==> config.mk <==
export PLATFORM = sky130hd
export DESIGN_NAME = ram_req_ctrl
export DESIGN_NICKNAME = d
export VERILOG_FILES = /design/src/rtl/ram_pkg.sv /design/src/rtl/ram_req_fifo.sv /design/src/rtl/ram_req_ctrl.sv
export SDC_FILE = /design/constraint.sdc
export NUM_CORES = 1
export LEC_CHECK = 0
export ABC_AREA = 1
export CAP_MARGIN = 20
export CELL_PAD_IN_SITES_DETAIL_PLACEMENT = 0
export CELL_PAD_IN_SITES_GLOBAL_PLACEMENT = 1
export CORE_MARGIN = 2
export CORE_UTILIZATION = 38
export CTS_CLUSTER_SIZE = 10
export DETAILED_ROUTE_END_ITERATION = 6
export PLACE_DENSITY_LB_ADDON = 0.25
export RECOVER_POWER = 100
export SETUP_SLACK_MARGIN = 0.1
export SLEW_MARGIN = 25
export SYNTH_ARGS = -nofsm -noshare
export SYNTH_HDL_FRONTEND = slang
export SYNTH_SLANG_ARGS = --single-unit
==> constraint.sdc <==
create_clock -name clk -period 3 [get_ports clk]
set_input_delay 0.6 -clock clk [delete_from_list [all_inputs] [get_ports clk]]
set_output_delay 0.6 -clock clk [all_outputs]
set_load 0.02 [all_outputs]
==> src/rtl/ram_pkg.sv <==
// Shared widths, FSM state and command bundle
// for the RAM request sequencer.
package ram_pkg;

  localparam int ADDR_WIDTH = 8;
  localparam int DATA_WIDTH = 32;

  typedef enum logic [1:0] {
    IDLE,
    ISSUE,
    RESP
  } req_state_e;

  typedef struct packed {
    logic                  wr_rd;
    logic [ADDR_WIDTH-1:0] addr;
    logic [DATA_WIDTH-1:0] din;
  } ram_cmd_t;

endpackage

==> src/rtl/ram_req_fifo.sv <==
// Command FIFO for the RAM request sequencer.
// Power-of-2 depth; pointers wrap naturally.
module ram_req_fifo
  import ram_pkg::*;
#(
  parameter int FIFO_DEPTH = 4
) (
  input  logic     clk,
  input  logic     rst,
  input  logic     push,
  input  ram_cmd_t din,
  input  logic     pop,
  output ram_cmd_t dout,
  output logic     full,
  output logic     empty,
  output logic [$clog2(FIFO_DEPTH+1)-1:0] count
);

  localparam int PW = $clog2(FIFO_DEPTH);
  localparam int CW = $clog2(FIFO_DEPTH+1);

  ram_cmd_t        mem [FIFO_DEPTH];
  logic [PW-1:0]   wr_ptr;
  logic [PW-1:0]   rd_ptr;
  logic            do_push;
  logic            do_pop;

  assign full    = (count == CW'(FIFO_DEPTH));
  assign empty   = (count == '0);
  assign do_push = push && !full;
  assign do_pop  = pop && !empty;
  assign dout    = mem[rd_ptr];

  always_ff @(posedge clk) begin
    if (do_push) mem[wr_ptr] <= din;
  end

  always_ff @(posedge clk or posedge rst) begin
    if (rst) begin
      wr_ptr <= '0;
      rd_ptr <= '0;
      count  <= '0;
    end else begin
      if (do_push) wr_ptr <= wr_ptr + 1'b1;
      if (do_pop)  rd_ptr <= rd_ptr + 1'b1;
      case ({do_push, do_pop})
        2'b10:   count <= count + 1'b1;
        2'b01:   count <= count - 1'b1;
        default: count <= count;
      endcase
    end
  end

endmodule

==> src/rtl/ram_req_ctrl.sv <==
// Host-to-RAM request sequencer: FIFO-buffered
// commands, one outstanding, in-order responses.
module ram_req_ctrl #(
  parameter int ADDR_WIDTH = ram_pkg::ADDR_WIDTH,
  parameter int DATA_WIDTH = ram_pkg::DATA_WIDTH,
  parameter int FIFO_DEPTH = 4,
  parameter int TIMEOUT    = 16
) (
  input  logic                  clk,
  input  logic                  rst,
  input  logic                  req_valid,
  output logic                  req_ready,
  input  logic                  req_wr_rd,
  input  logic [ADDR_WIDTH-1:0] req_addr,
  input  logic [DATA_WIDTH-1:0] req_din,
  output logic                  rsp_valid,
  input  logic                  rsp_ready,
  output logic                  rsp_wr_rd,
  output logic [DATA_WIDTH-1:0] rsp_data,
  output logic                  rsp_error,
  output logic                  rsp_timeout,
  output logic                  ram_en,
  output logic                  ram_valid,
  output logic                  ram_wr_rd,
  output logic [ADDR_WIDTH-1:0] ram_addr,
  output logic [DATA_WIDTH-1:0] ram_din,
  input  logic [DATA_WIDTH-1:0] ram_dout,
  input  logic                  ram_ready,
  input  logic                  ram_error,
  output logic [$clog2(FIFO_DEPTH+1)-1:0] fifo_count
);

  localparam int TW = $clog2(TIMEOUT+1);
  localparam logic [TW-1:0] TLAST = TW'(TIMEOUT-1);

  ram_pkg::ram_cmd_t   push_cmd;
  ram_pkg::ram_cmd_t   head;
  ram_pkg::ram_cmd_t   cmd;
  ram_pkg::req_state_e state;
  logic [TW-1:0]       timer;
  logic                full;
  logic                empty;
  logic                push;
  logic                pop;

  // No bypass: a full FIFO refuses even while popping.
  assign req_ready = !full && !rst;
  assign push      = req_valid && req_ready;
  assign pop       = (state == ram_pkg::IDLE) && !empty;

  assign push_cmd.wr_rd = req_wr_rd;
  assign push_cmd.addr  = req_addr;
  assign push_cmd.din   = req_din;

  ram_req_fifo #(
    .FIFO_DEPTH(FIFO_DEPTH)
  ) u_fifo (
    .clk  (clk),
    .rst  (rst),
    .push (push),
    .din  (push_cmd),
    .pop  (pop),
    .dout (head),
    .full (full),
    .empty(empty),
    .count(fifo_count)
  );

  assign ram_en    = (state == ram_pkg::ISSUE);
  assign ram_valid = (state == ram_pkg::ISSUE);
  assign rsp_valid = (state == ram_pkg::RESP);
  assign ram_wr_rd = cmd.wr_rd;
  assign ram_addr  = cmd.addr;
  assign ram_din   = cmd.din;

  always_ff @(posedge clk or posedge rst) begin
    if (rst) begin
      state       <= ram_pkg::IDLE;
      cmd         <= '0;
      timer       <= '0;
      rsp_wr_rd   <= 1'b0;
      rsp_data    <= '0;
      rsp_error   <= 1'b0;
      rsp_timeout <= 1'b0;
    end else begin
      unique case (state)
        ram_pkg::IDLE: begin
          if (!empty) begin
            cmd   <= head;
            timer <= '0;
            state <= ram_pkg::ISSUE;
          end
        end
        ram_pkg::ISSUE: begin
          // ram_ready beats the timeout in the final cycle
          if (ram_ready) begin
            rsp_wr_rd   <= cmd.wr_rd;
            rsp_data    <= cmd.wr_rd ? '0 : ram_dout;
            rsp_error   <= ram_error;
            rsp_timeout <= 1'b0;
            state       <= ram_pkg::RESP;
          end else if (timer == TLAST) begin
            rsp_wr_rd   <= cmd.wr_rd;
            rsp_data    <= '0;
            rsp_error   <= 1'b1;
            rsp_timeout <= 1'b1;
            state       <= ram_pkg::RESP;
          end else begin
            timer <= timer + 1'b1;
          end
        end
        ram_pkg::RESP: begin
          if (rsp_ready) state <= ram_pkg::IDLE;
        end
        default: state <= ram_pkg::IDLE;
      endcase
    end
  end

endmodule

==> results of run 1 <==
[stage by stage]
step | instances | hold slack [ps] | TNS (ps)
2_1_floorplan | 1068 | 471 | -74840
3_3_place_gp | 1575 | 457 | 0
3_5_place_dp | 1575 | 458 | 0
4_1_cts | 1628 | 472 | 0
5_1_grt | 1628 | 486 | 0
6_report | 1628 | 465 | 0
[flip-flops by register name (all words and copies together), names as in the netlist]
signal,cells
rsp_data,32
state,2
ram_wr_rd,1
rsp_wr_rd,1
rsp_error,1
rsp_timeout,1
u_fifo.rd_ptr,2
timer,5
ram_addr,8
u_fifo.wr_ptr,2
ram_din,32
u_fifo.mem,164
u_fifo.count,3
[synth_stat cells (all sizes together)]
cell type	n	area share, %
buf	46	3.0
nand2	423	15
o31ai	1	0.070
clkbuf	1	0.035
ha	7	0.82
inv	187	6.6
o21ai	35	1.6
nor2	11	0.46
nand3	93	4.4
a21oi	1	0.047
xor2	2	0.16
nand4	3	0.18
fa	1	0.19
or2	1	0.059
dfrtp	90	21
xnor2	2	0.16
edfxtp	164	46
[power by group through the flow]
| stage | Sequential (W) | Clock [W] | Combinational, W |
|---|---|---|---|
| floorplan | 0.00543 | 0 | 0.00273 |
| global placement | 0.00491 | 0 | 0.00498 |
| detailed placement | 0.00492 | 0 | 0.00502 |
| CTS | 0.00486 | 0.00329 | 0.00503 |
| global route | 0.00493 | 0.00344 | 0.00526 |
| finish | 0.00484 | 0.00318 | 0.00464 |
[worst max path at each step]
stage / depth (start not counted) / start / endpoint
after global routing: 6 / rst / u_fifo.mem[2][19]
after global placement: 4 / rst / ram_din[5]
after detailed placement: 4 / rst / ram_din[2]
after CTS: 4 / state[1] / ram_en
final: 3 / rst / req_ready
after floorplan: 6 / rst / u_fifo.count[1]
[layout by cell type, fill, tap and decap left out, types with 2 or more instances in the layout]
master and n:
sky130_fd_sc_hd__inv_2 3, sky130_fd_sc_hd__clkdlybuf4s50_1 36, sky130_fd_sc_hd__o21ai_1 2, sky130_fd_sc_hd__nand3_1 93
sky130_fd_sc_hd__buf_12 2, sky130_fd_sc_hd__edfxtp_1 164, sky130_fd_sc_hd__nor2_2 2, sky130_fd_sc_hd__nor2_1 8
sky130_fd_sc_hd__dlygate4sd3_1 125, sky130_fd_sc_hd__nand2_1 422, sky130_fd_sc_hd__buf_4 7, sky130_fd_sc_hd__clkbuf_16 30
sky130_fd_sc_hd__o21ai_0 33, sky130_fd_sc_hd__nand4_1 3, sky130_fd_sc_hd__inv_1 183, sky130_fd_sc_hd__dfrtp_1 88
sky130_fd_sc_hd__clkbuf_1 20, sky130_fd_sc_hd__ha_1 7, sky130_fd_sc_hd__xnor2_1 2, sky130_fd_sc_hd__clkbuf_2 5
sky130_fd_sc_hd__xor2_1 2
[critical path: cells and delay by family]
family	cells	cell delay [ps]
AOI/OAI and AO/OA	1	120
buffers and inverters	2	1270
[cell type report]
type	count	share of cell area, %
flip-flops and latches	254	53.5
multi-input cells	580	18.4
repair buffers	176	12.9
clock buffers	51	6.25
inverters	187	5.26
well taps	378	3.52
clock inverters	2	0.186
[layer usage]
metal / part of all wire (%) / global-route usage (%) / wire, um
met1: 45 / 20.4 / 10200
met2: 48 / 27.0 / 10800
met3: 5.0 / 2.46 / 1130
met4: 1.7 / 3.72 / 390
met5: 0.040 / 0 / 9
[kinds of logic after synthesis]
kind of cell	synth area share (%)
AND/OR/NAND/NOR	20.0
flip-flops	67.3
buffers and inverters	9.59
AO/OA/AOI/OAI	1.76
adder cells (fa/ha/maj)	1.01
XOR/XNOR	0.329
==> results.yml, run 1 <==
status:
  status: "complete, no violations"
clock_tree:
  tritoncts_clock_tree: "done"
  htreeDepth: 1
  tritoncts.num_buffers: 30
  hold_buffers: 0
  post-cts-setup-buffer-count: 0
  cts-root-buf: "sky130_fd_sc_hd__clkbuf_16"
  post_cts_resized: 0
  path_clk_slew_ps: 60
  max-clock-path-buffers: 3
  clock_sinks: 254
  clkLatencyLatePin_ps: 540
timing:
  finalWorstPathRequiredPeriod_ps: 2600
  maxSlewHeadroom_pct: 13.4
  final-max-slew-violation-count: 0
  timing_worst_slew_pin_value_ps: 1300
  maxClockFrequency_mhz: 385
  rsz0062_at_grt: "false"
  period_share_pct: 86.5
  worst_slack_ps: 405
  final-hold-violation-count: 0
  finClkSkew_ps: 16.3
  setup_violating_endpoint_count_in_the_final_report: 0
layout:
  final_layout_size_suffix_gt1_share_pct: 4.72
  ff_latch_area_mm2: 0.00718
  antenna_cells: 0
  fin_nets: 1316
  fill_cells: 2529
  stdcell_area_mm2: 0.0134
  final_cell_utilization_of_the_core_pct: 48.5
  area_taken_by_multi_input_logic_gates_mm2: 0.00246
  syn2layout_area_growth_pct: 25.9
routing:
  route.detailed.vias_per_inst: 4.39
  drc_viols: 0
  antenna_violating_nets_post_route: 0
  drt-initial-drc-count: 351
  wl_per_cell_um: 13.8
  drt_first_pass_iters: 5
  postRouteWirelength_mm: 22.4
  route.vias.total: 7147
logic_synthesis:
  synth_seq_cells: 254
  synthesis.yosys.warnings: 0
  avgSynthCellArea_um2: 9.98
  synth_cell_types: 23
  proportion_of_synthesized_chip_area_in_sequential_cells_pct: 67.3
  synth_cells: 1068
  synthesis.area_mm2: 0.0107
  net_count_of_the_mapped_netlist: 1155
place:
  finalWeightedCongestion: 0.682
  detailed_place.area_mm2: 0.0127
  place.detailed.hpwl_mm: 13.3
  post-place-ws_ps: 536
  io_buffers: 161
power:
  power_density_mw_per_mm2: 943
  power.sequential.fraction_pct: 38.2
  share_comb_of_total_power_pct: 36.6
  total_power_after_layout_w: 0.0127
  total_leakage_power_nw: 6.25
  netSwitchingPower_w: 0.00463
  netSwitchingFraction_pct: 36.6
  clkPwrFrac_pct: 25.1
  power.ir.vdd_worst_uv: 655
  p_int_w: 0.00802
die:
  die_w_um: 172
  initial_utilization_pct: 38.5
  core_mm2: 0.0277
  die_h_um: 172
  die-area_mm2: 0.0294
  num_io_pins: 162
  rows: 61
setup_path:
  ff2ff_path_depth: 6
  reg_to_reg_startpoint: "u_fifo.count[0]"
  timing.critical_path.slowest_stage_cell: "sky130_fd_sc_hd__dlygate4sd3_1"
  critical-path-max-stage-delay_ps: 690
  worst_ep_arrival_time_ps: 2000
  reg2reg_slack_ps: 600
  reg2reg_to: "u_fifo.mem[3][19]"
  crit_top_cell: "sky130_fd_sc_hd__dlygate4sd3_1"
  path_cells: "dlygate4sd3_1 > a21oi_1 > dlygate4sd3_1"
  critPathRequiredTime_ps: 2400
  type_of_the_worst_setup_path: "in2out"
  maximum_net_fanout_on_the_critical_path: 2
  setup.worst_path.start_class: "input port"
  kind_of_end_point_of_the_critical_path: "output port"
global_routing:
  gr-usage-all-layers_pct: 15.5
  pin_count_of_the_biggest_net_entering_global_routing: 84
  initial_antenna_violation_count: 3
  globalRouteOverflowTotal: 0
  first_pass_grt_wire_length_mm: 36.3
  first_global_vias: 7011
min_path:
  min_path_type: "reg2reg"
  min_delay_worst_endpoint: "rsp_wr_rd"
  whs_path_depth: 2
  worst_hold_startpoint: "rsp_wr_rd"
run:
  cap_violations: 0
(Power assumes the default switching activity.)
==> run 2: changes to the inputs <==
--- a/config.mk
+++ b/config.mk
@@ -20,3 +20,4 @@
 export SYNTH_ARGS = -nofsm -noshare
 export SYNTH_HDL_FRONTEND = slang
 export SYNTH_SLANG_ARGS = --single-unit
+export TNS_END_PERCENT = 1
==> run 2 against run 1 <==
Die area unchanged. Highest routed layer is now met4. Hold slack better by 4.7 ps. Utilization up 0.19 points. Combinational power up 0.9%. Final cell count up 0.12%. Global-route usage up 0.26 points. Non-clock buffer count up 1. Largest power group unchanged. Largest cell class unchanged. Clock-buffer cell count up 1.
==> results.yml, run 2 (synthesized netlist as in run 1, its figures left out) <==
setup_path:
  worst_ep_arrival_time_ps: 1980
  critical-path-max-stage-delay_ps: 680
  critPathRequiredTime_ps: 2400
  maximum_net_fanout_on_the_critical_path: 2
  timing.critical_path.slowest_stage_cell: "sky130_fd_sc_hd__dlygate4sd3_1"
  kind_of_end_point_of_the_critical_path: "output port"
  type_of_the_worst_setup_path: "in2out"
  crit_top_cell: "sky130_fd_sc_hd__dlygate4sd3_1"
  setup.worst_path.start_class: "input port"
  path_cells: "dlygate4sd3_1 > a21oi_1 > dlygate4sd3_1"
clock_tree:
  cts-root-buf: "sky130_fd_sc_hd__clkbuf_16"
  hold_buffers: 0
  max-clock-path-buffers: 3
  tritoncts_clock_tree: "done"
  post_cts_resized: 0
  clkLatencyLatePin_ps: 530
  post-cts-setup-buffer-count: 0
  tritoncts.num_buffers: 30
  path_clk_slew_ps: 50
  htreeDepth: 1
  clock_sinks: 254
routing:
  drc_viols: 0
  wl_met2_mm: 10.7
  route.detailed.vias_per_inst: 4.40
  highest_layer: "met4"
  drt_first_pass_iters: 4
  postRouteWirelength_mm: 23.3
  antenna_violating_nets_post_route: 0
  wl_met1_mm: 11.1
  route.vias.total: 7165
  wl_met3_mm: 1.23
  drt-initial-drc-count: 485
  wl_per_cell_um: 14.3
place:
  io_buffers: 161
  place.detailed.hpwl_mm: 13.8
  dp_cells: 1576
  finalWeightedCongestion: 0.709
timing:
  period_share_pct: 86.1
  setup_violating_endpoint_count_in_the_final_report: 0
  timing_worst_slew_pin_value_ps: 1220
  finClkSkew_ps: 9.79
  maxSlewHeadroom_pct: 19.0
  maxClockFrequency_mhz: 387
  worst_hold_slack_after_final_layout_ps: 470
  final-max-slew-violation-count: 0
  finalWorstPathRequiredPeriod_ps: 2580
  rsz0062_at_grt: "false"
  final-hold-violation-count: 0
min_path:
  min_path_type: "reg2reg"
power:
  power.ir.vdd_worst_uv: 523
  power_density_mw_per_mm2: 946
  total_power_after_layout_w: 0.0128
  total_leakage_power_nw: 6.27
global_routing:
  first_pass_grt_wire_length_mm: 36.5
  gr-usage-all-layers_pct: 15.8
  pin_count_of_the_biggest_net_entering_global_routing: 84
  globalRouteOverflowTotal: 0
  first_global_vias: 6887
  initial_antenna_violation_count: 0
layout:
  mostFrequentLayoutCell: "sky130_fd_sc_hd__nand2_1"
  fill_cells: 2530
  antenna_cells: 0
  final_layout_size_suffix_gt1_share_pct: 4.79
  largest_register: "u_fifo.mem"
  largest_register_ffs: 164
  fin_nets: 1317
  final_cell_mix: "422 x sky130_fd_sc_hd__nand2_1, 183 x sky130_fd_sc_hd__inv_1, 164 x sky130_fd_sc_hd__edfxtp_1"
  syn2layout_area_growth_pct: 26.4
  finish.cell_count_without_fillers: 1630
run:
  cap_violations: 0
die:
  die_h_um: 172
  die-area_mm2: 0.0294
  rows: 61
  core_mm2: 0.0277
  initial_utilization_pct: 38.5
  die_w_um: 172
  num_io_pins: 162
status:
  status: "complete, no violations"
==> run 2: through the flow <==
| stage | util, % | instance area (um2) | setup slack (ps) | TNS (ps) |
|---|---|---|---|---|
| final | 48.6 | 13500 | 418 | 0 |
| after global routing | 48.6 | 13500 | 274 | 0 |
| after CTS | 48.9 | 13500 | 559 | 0 |
| after detailed placement | 45.7 | 12700 | 589 | 0 |
| after global placement | 45.7 | 12700 | 596 | 0 |
| after floorplan | - | 10700 | -632 | -61840 |
==> run 2: final timing paths <==
| path | start | endpoint | slack, ps | cells past startpoint |
|---|---|---|---|---|
| worst max-delay path | rst | req_ready | 420 | 3 |
| worst min-delay path | ram_din[28] | ram_din[28] | 470 | 2 |
| worst max register to register | u_fifo.count[0] | u_fifo.mem[3][14] | 520 | 6 |
| worst min register to register | ram_din[28] | ram_din[28] | 470 | 2 |
| max in group asynchronous | rst | ram_din[28] | 630 | 4 |
| min in group asynchronous | rst | u_fifo.count[1] | 940 | 3 |
==> run 2: layout make-up <==
type / instances / area [um2] / area share [%]
sequential: 254 / 7180 / 53.3
multi-input combinational: 580 / 2470 / 18.3
timing repair buffer: 177 / 1770 / 13.1
clock buffer: 52 / 865 / 6.41
inverter: 187 / 706 / 5.24
tap: 378 / 473 / 3.51
clock inverter: 2 / 12.5 / 0.0928
==> run 2: layer usage <==
| layer | vias up | global-route usage (%) |
|---|---|---|
| met4 | 0 | 4.16 |
| met3 | 24 | 2.42 |
| met2 | 158 | 26.2 |
| li1 | 3660 | - |
| met5 | - | 0 |
| met1 | 3323 | 21.7 |
==> run 2: critical path: cells and delay by family <==
| family | cells | cell delay, ps |
|---|---|---|
| buf+inv | 2 | 1260 |
| compound gates | 1 | 120 |
==> run 2: power breakdown <==
| group | switching [W] | total (W) | internal, W | leakage (nW) |
|---|---|---|---|---|
| Combinational | 0.00305 | 0.00468 | 0.00163 | 3.21 |
| Sequential | 0.000326 | 0.00484 | 0.00451 | 2.63 |
| Clock | 0.00130 | 0.00323 | 0.00193 | 0.419 |
==> run 3: changes to the inputs <==
--- a/config.mk
+++ b/config.mk
@@ -13,6 +13,7 @@
 export CORE_UTILIZATION = 38
 export CTS_CLUSTER_SIZE = 10
 export DETAILED_ROUTE_END_ITERATION = 6
+export HOLD_SLACK_MARGIN = 0.15
 export PLACE_DENSITY_LB_ADDON = 0.25
 export RECOVER_POWER = 100
 export SETUP_SLACK_MARGIN = 0.1
==> results of run 3 <==
No change in the layout: final DEF, timing and power equal those of run 2.
